### config.mk
export PLATFORM = sky130hd
export DESIGN_NAME = jtag_tap_ctrl
export DESIGN_NICKNAME = d
export VERILOG_FILES = /design/src/rtl/jtag_pkg.sv /design/src/rtl/jtag_tap_fsm.sv /design/src/rtl/jtag_tap_ctrl.sv
export SDC_FILE = /design/constraint.sdc
export NUM_CORES = 1
export LEC_CHECK = 0
export CAP_MARGIN = 20
export CORE_ASPECT_RATIO = 1.4
export CORE_UTILIZATION = 44
export CTS_CLUSTER_DIAMETER = 30
export DETAILED_ROUTE_END_ITERATION = 7
export GPL_TIMING_DRIVEN = 0
export SLEW_MARGIN = 20
export SYNTH_ARGS = -nofsm -noshare
export SYNTH_HDL_FRONTEND = slang
export SYNTH_SLANG_ARGS = --single-unit
export TNS_END_PERCENT = 50
### constraint.sdc
create_clock -name tck_i -period 4.7 [get_ports tck_i]
set_input_delay 0.94 -clock tck_i [delete_from_list [all_inputs] [get_ports tck_i]]
set_output_delay 0.94 -clock tck_i [all_outputs]
set_load 0.01 [all_outputs]
### src/rtl/jtag_pkg.sv
// Shared definitions for the JTAG TAP controller.
//   - 4-bit TAP state encodings (IEEE 1149.1 conventional values)
//   - tap_state_e enum built on those encodings
//   - default instruction register length and opcodes
package jtag_pkg;

  localparam int IR_LEN_DEF = 5;

  localparam logic [4:0] IR_IDCODE_DEF = 5'h01;
  localparam logic [4:0] IR_DTMCS_DEF  = 5'h10;
  localparam logic [4:0] IR_DMI_DEF    = 5'h11;
  localparam logic [4:0] IR_BYPASS_DEF = 5'h1f;

  localparam logic [3:0] ST_TLR      = 4'hF;
  localparam logic [3:0] ST_RTI      = 4'hC;
  localparam logic [3:0] ST_SEL_DR   = 4'h7;
  localparam logic [3:0] ST_CAP_DR   = 4'h6;
  localparam logic [3:0] ST_SHIFT_DR = 4'h2;
  localparam logic [3:0] ST_EXIT1_DR = 4'h1;
  localparam logic [3:0] ST_PAUSE_DR = 4'h3;
  localparam logic [3:0] ST_EXIT2_DR = 4'h0;
  localparam logic [3:0] ST_UPD_DR   = 4'h5;
  localparam logic [3:0] ST_SEL_IR   = 4'h4;
  localparam logic [3:0] ST_CAP_IR   = 4'hE;
  localparam logic [3:0] ST_SHIFT_IR = 4'hA;
  localparam logic [3:0] ST_EXIT1_IR = 4'h9;
  localparam logic [3:0] ST_PAUSE_IR = 4'hB;
  localparam logic [3:0] ST_EXIT2_IR = 4'h8;
  localparam logic [3:0] ST_UPD_IR   = 4'hD;

  typedef enum logic [3:0] {
    TLR      = ST_TLR,
    RTI      = ST_RTI,
    SEL_DR   = ST_SEL_DR,
    CAP_DR   = ST_CAP_DR,
    SHIFT_DR = ST_SHIFT_DR,
    EXIT1_DR = ST_EXIT1_DR,
    PAUSE_DR = ST_PAUSE_DR,
    EXIT2_DR = ST_EXIT2_DR,
    UPD_DR   = ST_UPD_DR,
    SEL_IR   = ST_SEL_IR,
    CAP_IR   = ST_CAP_IR,
    SHIFT_IR = ST_SHIFT_IR,
    EXIT1_IR = ST_EXIT1_IR,
    PAUSE_IR = ST_PAUSE_IR,
    EXIT2_IR = ST_EXIT2_IR,
    UPD_IR   = ST_UPD_IR
  } tap_state_e;

endpackage

### src/rtl/jtag_tap_fsm.sv
// 16-state IEEE 1149.1 TAP state machine with state decodes.
// Ports:
//   tck_i, trst_n_i  clock and asynchronous active-low reset
//   tms_i            test mode select, sampled on tck rise
//   enter_tlr_o      next state is TEST_LOGIC_RESET (used to reload IR)
//   capture_dr_o / shift_dr_o / update_dr_o   DR-side state decodes
//   capture_ir_o / shift_ir_o / update_ir_o   IR-side state decodes
module jtag_tap_fsm
  import jtag_pkg::*;
(
  input  logic tck_i,
  input  logic trst_n_i,
  input  logic tms_i,
  output logic enter_tlr_o,
  output logic capture_dr_o,
  output logic shift_dr_o,
  output logic update_dr_o,
  output logic capture_ir_o,
  output logic shift_ir_o,
  output logic update_ir_o
);

  tap_state_e state_reg, state_next;

  always_ff @(posedge tck_i or negedge trst_n_i) begin
    if (!trst_n_i) state_reg <= TLR;
    else           state_reg <= state_next;
  end

  always_comb begin
    state_next = state_reg;
    case (state_reg)
      TLR:      state_next = tms_i ? TLR      : RTI;
      RTI:      state_next = tms_i ? SEL_DR   : RTI;
      SEL_DR:   state_next = tms_i ? SEL_IR   : CAP_DR;
      CAP_DR:   state_next = tms_i ? EXIT1_DR : SHIFT_DR;
      SHIFT_DR: state_next = tms_i ? EXIT1_DR : SHIFT_DR;
      EXIT1_DR: state_next = tms_i ? UPD_DR   : PAUSE_DR;
      PAUSE_DR: state_next = tms_i ? EXIT2_DR : PAUSE_DR;
      EXIT2_DR: state_next = tms_i ? UPD_DR   : SHIFT_DR;
      UPD_DR:   state_next = tms_i ? SEL_DR   : RTI;
      SEL_IR:   state_next = tms_i ? TLR      : CAP_IR;
      CAP_IR:   state_next = tms_i ? EXIT1_IR : SHIFT_IR;
      SHIFT_IR: state_next = tms_i ? EXIT1_IR : SHIFT_IR;
      EXIT1_IR: state_next = tms_i ? UPD_IR   : PAUSE_IR;
      PAUSE_IR: state_next = tms_i ? EXIT2_IR : PAUSE_IR;
      EXIT2_IR: state_next = tms_i ? UPD_IR   : SHIFT_IR;
      UPD_IR:   state_next = tms_i ? SEL_DR   : RTI;
      default:  state_next = TLR;
    endcase
  end

  // The TLR reload keys off the next state so IR is already IDCODE
  // during the first cycle spent in TLR.
  assign enter_tlr_o  = (state_next == TLR);
  assign capture_dr_o = (state_reg == CAP_DR);
  assign shift_dr_o   = (state_reg == SHIFT_DR);
  assign update_dr_o  = (state_reg == UPD_DR);
  assign capture_ir_o = (state_reg == CAP_IR);
  assign shift_ir_o   = (state_reg == SHIFT_IR);
  assign update_ir_o  = (state_reg == UPD_IR);

endmodule

### src/rtl/jtag_tap_ctrl.sv
// IEEE 1149.1 TAP controller, front end of the debug transport module.
// Owns the instruction register and the IDCODE/BYPASS data registers;
// DTMCS/DMI are decoded to selects plus DR strobes for the external DTM.
// Ports:
//   tck_i, trst_n_i   JTAG clock and asynchronous active-low reset
//   tms_i, tdi_i      sampled on tck rise
//   tdo_o, tdo_oe_o   serial out and its enable (high in SHIFT_IR/SHIFT_DR)
//   dtmcs_sel_o, dmi_sel_o                    IR decodes
//   capture_dr_o, shift_dr_o, update_dr_o    DR state strobes
//   ext_dr_tdo_i      LSB of the selected external DR
// Build option: JTAG_TAP_TDO_NEGEDGE_EN registers tdo_o/tdo_oe_o on the
// tck falling edge; otherwise they are combinational.
module jtag_tap_ctrl
  import jtag_pkg::*;
#(
  parameter logic [31:0]       TAP_IDCODE = 32'h0000_0001,
  parameter int                IR_LEN     = IR_LEN_DEF,
  parameter logic [IR_LEN-1:0] IR_IDCODE  = IR_LEN'(IR_IDCODE_DEF),
  parameter logic [IR_LEN-1:0] IR_DTMCS   = IR_LEN'(IR_DTMCS_DEF),
  parameter logic [IR_LEN-1:0] IR_DMI     = IR_LEN'(IR_DMI_DEF),
  parameter logic [IR_LEN-1:0] IR_BYPASS  = IR_LEN'(IR_BYPASS_DEF)
) (
  input  logic tck_i,
  input  logic trst_n_i,
  input  logic tms_i,
  input  logic tdi_i,
  output logic tdo_o,
  output logic tdo_oe_o,
  output logic dtmcs_sel_o,
  output logic dmi_sel_o,
  output logic capture_dr_o,
  output logic shift_dr_o,
  output logic update_dr_o,
  input  logic ext_dr_tdo_i
);

  logic enter_tlr, capture_ir, shift_ir, update_ir;
  logic [IR_LEN-1:0] ir_reg, ir_sr_reg;
  logic [31:0]       idcode_reg;
  logic              bypass_reg;
  logic              idcode_sel;
  logic              tdo_next, tdo_oe_next;

  jtag_tap_fsm u_fsm (
    .tck_i        (tck_i),
    .trst_n_i     (trst_n_i),
    .tms_i        (tms_i),
    .enter_tlr_o  (enter_tlr),
    .capture_dr_o (capture_dr_o),
    .shift_dr_o   (shift_dr_o),
    .update_dr_o  (update_dr_o),
    .capture_ir_o (capture_ir),
    .shift_ir_o   (shift_ir),
    .update_ir_o  (update_ir)
  );

  assign idcode_sel  = (ir_reg == IR_IDCODE);
  assign dtmcs_sel_o = (ir_reg == IR_DTMCS);
  assign dmi_sel_o   = (ir_reg == IR_DMI);

  // Instruction register and its shift stage
  always_ff @(posedge tck_i or negedge trst_n_i) begin
    if (!trst_n_i) begin
      ir_reg    <= IR_IDCODE;
      ir_sr_reg <= '0;
    end else begin
      if (capture_ir)    ir_sr_reg <= IR_LEN'(2'b01);
      else if (shift_ir) ir_sr_reg <= {tdi_i, ir_sr_reg[IR_LEN-1:1]};

      if (enter_tlr)      ir_reg <= IR_IDCODE;
      else if (update_ir) ir_reg <= ir_sr_reg;
    end
  end

  // IDCODE and BYPASS data registers
  always_ff @(posedge tck_i or negedge trst_n_i) begin
    if (!trst_n_i) begin
      idcode_reg <= '0;
      bypass_reg <= 1'b0;
    end else begin
      if (capture_dr_o && idcode_sel)    idcode_reg <= TAP_IDCODE;
      else if (shift_dr_o && idcode_sel) idcode_reg <= {tdi_i, idcode_reg[31:1]};

      if (capture_dr_o)    bypass_reg <= 1'b0;
      else if (shift_dr_o) bypass_reg <= tdi_i;
    end
  end

  // TDO source; anything that is not IDCODE/DTMCS/DMI falls back to BYPASS
  always_comb begin
    tdo_next    = 1'b0;
    tdo_oe_next = shift_ir | shift_dr_o;
    if (shift_ir) begin
      tdo_next = ir_sr_reg[0];
    end else if (shift_dr_o) begin
      if (idcode_sel)                    tdo_next = idcode_reg[0];
      else if (dtmcs_sel_o || dmi_sel_o) tdo_next = ext_dr_tdo_i;
      else                               tdo_next = bypass_reg;
    end
  end

`ifdef JTAG_TAP_TDO_NEGEDGE_EN
  logic tdo_reg, tdo_oe_reg;

  always_ff @(negedge tck_i or negedge trst_n_i) begin
    if (!trst_n_i) begin
      tdo_reg    <= 1'b0;
      tdo_oe_reg <= 1'b0;
    end else begin
      tdo_reg    <= tdo_next;
      tdo_oe_reg <= tdo_oe_next;
    end
  end

  assign tdo_o    = tdo_reg;
  assign tdo_oe_o = tdo_oe_reg;
`else
  assign tdo_o    = tdo_next;
  assign tdo_oe_o = tdo_oe_next;
`endif

endmodule
==> impl_metrics.csv <==
group,metric,value,unit
status,outcome,"finished, final reports clean",
route,wire_per_inst,13.57,um
sta,rsz0062_at_grt,"no",
synthesis,seq_area_frac_synth,54.09,%
route,first_pass_iters,4,
critical_path,start_kind,"register",
layout,drive_gt1_share,19.61,%
synthesis,netlist_top_cells_area,"dfrtp_1 48%, mux2_2 9.8%, nor2b_1 8.9%",
synthesis,synth_top_area_share,48.08,%
layout,antennaDiodeCount,0,
synthesis,synth.avg_cell_area,11.88,um2
synthesis,synth_top_area_cell,"dfrtp_1",
route,ant_nets,0,
min_path,min_path_type,"reg -> reg",
min_path,hold_depth,1,
sta,slew_viol_final,0,
clocking,cts_resized,0,
route,drtIter0Drc,64,
synthesis,syn_area,0.002186,mm2
critical_path,worstPathCellList,"nor4b_1 > o31ai_1 > o31ai_1 > clkdlybuf4s50_1",
critical_path,critPathRequiredTime,3.76,ns
route,route.vias.total,1392,
placed_design,post-dp-hpwl,2735,um
floorplan,start_util,45.49,%
layout,layout_common_cells,"42 x dfrtp_1, 31 x nor2b_1, 19 x mux2_2, 14 x mux2_1, 11 x nor2_1",
critical_path,worst_setup_path_end_kind,"output port",
critical_path,crit_path_frequent_cell,"o31ai_1",
critical_path,path_class,"reg -> out",
layout,area.growth.synth_to_final,13.97,%
critical_path,worst_path_largest_cell_delay,0.60,ns
sta,finalCriticalPeriod,3.354,ns
clocking,cts.sinks,47,
placed_design,io_buffers,11,
layout,fillers,469,
floorplan,rows,30,
min_path,whs_endpoint,"idcode_reg[23]",
route,route.detailed.drc,0,
clocking,path_clk_slew,0.08,ns
synthesis,synth-seq-cells,47,
pwr,p_leak,1.171,nW
clocking,clockBufferDepth,2,
critical_path,reg2regPathDepth,4,
floorplan,die_h,85.40,um
clocking,ctsHoldBuffers,0,
layout,final_common_cell,"dfrtp_1",
synthesis,yosysUniqueCellTypes,30,
global_routing,grt_pass1_vias,1481,
sta,finalHoldViolCount,0,
critical_path,critPathArrivalTime,2.41,ns
route,vias_per_cell,5.194,
critical_path,r2r_end,"idcode_reg[26]",
global_routing,antenna_found_initial,0,
critical_path,critPathMaxFanout,4,
layout,finalInstanceArea,0.002491,mm2
clocking,cts_buffers,5,
critical_path,worst_path_max_delay_cell,"nor4b_1",
critical_path,r2r_start,"ir_reg[0]",
floorplan,dieArea,0.005258,mm2
sta,clock.fmax,298.2,MHz
global_routing,grt_overflow,0,
pwr,ir_drop,218.9,uV
synthesis,synthFlopType,"dfrtp_1",
synthesis,syn_nets,189,
placed_design,dpl_cell_area,0.002391,mm2
clocking,root_buffer,"clkbuf_8",
placed_design,gp_congestion,0.7440,
critical_path,r2r_slack,2.67,ns
synthesis,synthCells,184,
pwr,powerDensity,478.1,mW/mm2
sta,worstMarginPinSlew,0.7199,ns
sta,fin_setup_tns,0,ns
global_routing,grt_max_degree,27,
min_path,min_from,"idcode_reg[23]",
floorplan,ioPinCount,12,
layout,largest_reg_flops,32,
clocking,cts_max_level,2,
sta,relSlewSlack,51.33,%
sta,fin_skew,0.008098,ns
sta,setup_viol,0,
synthesis,synth_edf_count,0,
synthesis,async_flop_share,100.0,%
clocking,clk_latency,0.29,ns
layout,finalNetCount,208,
sta,finalCritPeriodShare,71.36,%
pwr,fin_total_pwr,1.191,mW
floorplan,die_w,61.57,um
floorplan,core_area,0.004805,mm2
global_routing,gr-usage-all-layers,16.21,%
synthesis,yosysWarnings,0,
global_routing,grt_pass1_wl,6375,um
job,cap_violations,0,
clocking,cts_setup_buffers,0,
route,wl,3636,um
clocking,cts_tree,"yes",
[final cells by class]
cell class                      instances  area [um2]  area share [%]
Multi-Input combinational cell        124       943.4           37.87
Inverter                                3       11.26          0.4520
Sequential cell                        47        1182           47.46
Buffer                                 10       48.80           1.959
Tap cell                               64       80.08           3.214
Timing Repair Buffer                   12       125.1           5.023
Clock buffer                            8       100.1           4.018
[per-layer routing]
layer	global-route usage [%]	vias up	wire length [um]
li1	-	671	-
met1	17.02	685	1513
met2	29.33	28	1929
met3	3.811	8	119
met4	6.869	0	73
met5	0	-	0
[synth_stat cells, types with 2 or more instances]
library cell  instances
mux2i_1               5
inv_1                 3
mux2_1               14
nor4b_1               3
nor2_1               11
nor3b_1               2
clkbuf_1              7
a21oi_1               3
mux2_2               19
nand3_1               4
a22o_1                2
dfrtp_1              42
buf_4                 3
nand2_1              10
o21ai_0               6
o31ai_1               2
nor2b_1              31
dfstp_2               5
[logic make-up (layout without fill, tap and decap cells)]
logic type,Yosys count,count (layout),synth area share (%)
buffers and inverters,13,33,2.748
flip-flops,47,47,54.09
multiplexers,38,38,19.29
AO/OA/AOI/OAI,16,16,4.808
AND/OR/NAND/NOR,70,70,19.06
[report_power, final]
part           internal [mW]  switching (mW)  total [mW]  leakage [nW]
logic                  0.168           0.226       0.394         0.489
registers              0.486          0.0558       0.542         0.630
clock network          0.134           0.121       0.255        0.0515
total                  0.788           0.403        1.19          1.17
[critical path, delay by kind of cell (launching register included)]
kind | cells | cell delay (ns)
flip-flops | 1 | 0.56
AO/OA/AOI/OAI | 2 | 0.39
buffers and inverters | 1 | 0.57
AND/OR/NAND/NOR | 1 | 0.60
[per-stage QoR]
step	hold slack, ns	instances	utilization (%)	setup slack [ns]
finish	0.4796	268	51.85	1.346
global route	0.5040	268	51.85	1.190
CTS	0.4840	268	51.85	1.367
detailed placement	0.4665	260	49.77	1.490
global placement	0.4604	259	49.45	1.487
floorplan	0.4495	184	-	2.142
[worst max path at each step]
stage                  startpoint              to
6_report       u_fsm.state_reg[1]           tdo_o
5_1_grt        u_fsm.state_reg[1]           tdo_o
4_1_cts        u_fsm.state_reg[1]           tdo_o
3_5_place_dp         ext_dr_tdo_i           tdo_o
3_3_place_gp             trst_n_i  idcode_reg[10]
2_1_floorplan  u_fsm.state_reg[1]           tdo_o
Note: power is estimated with default switching activity, not from simulation.
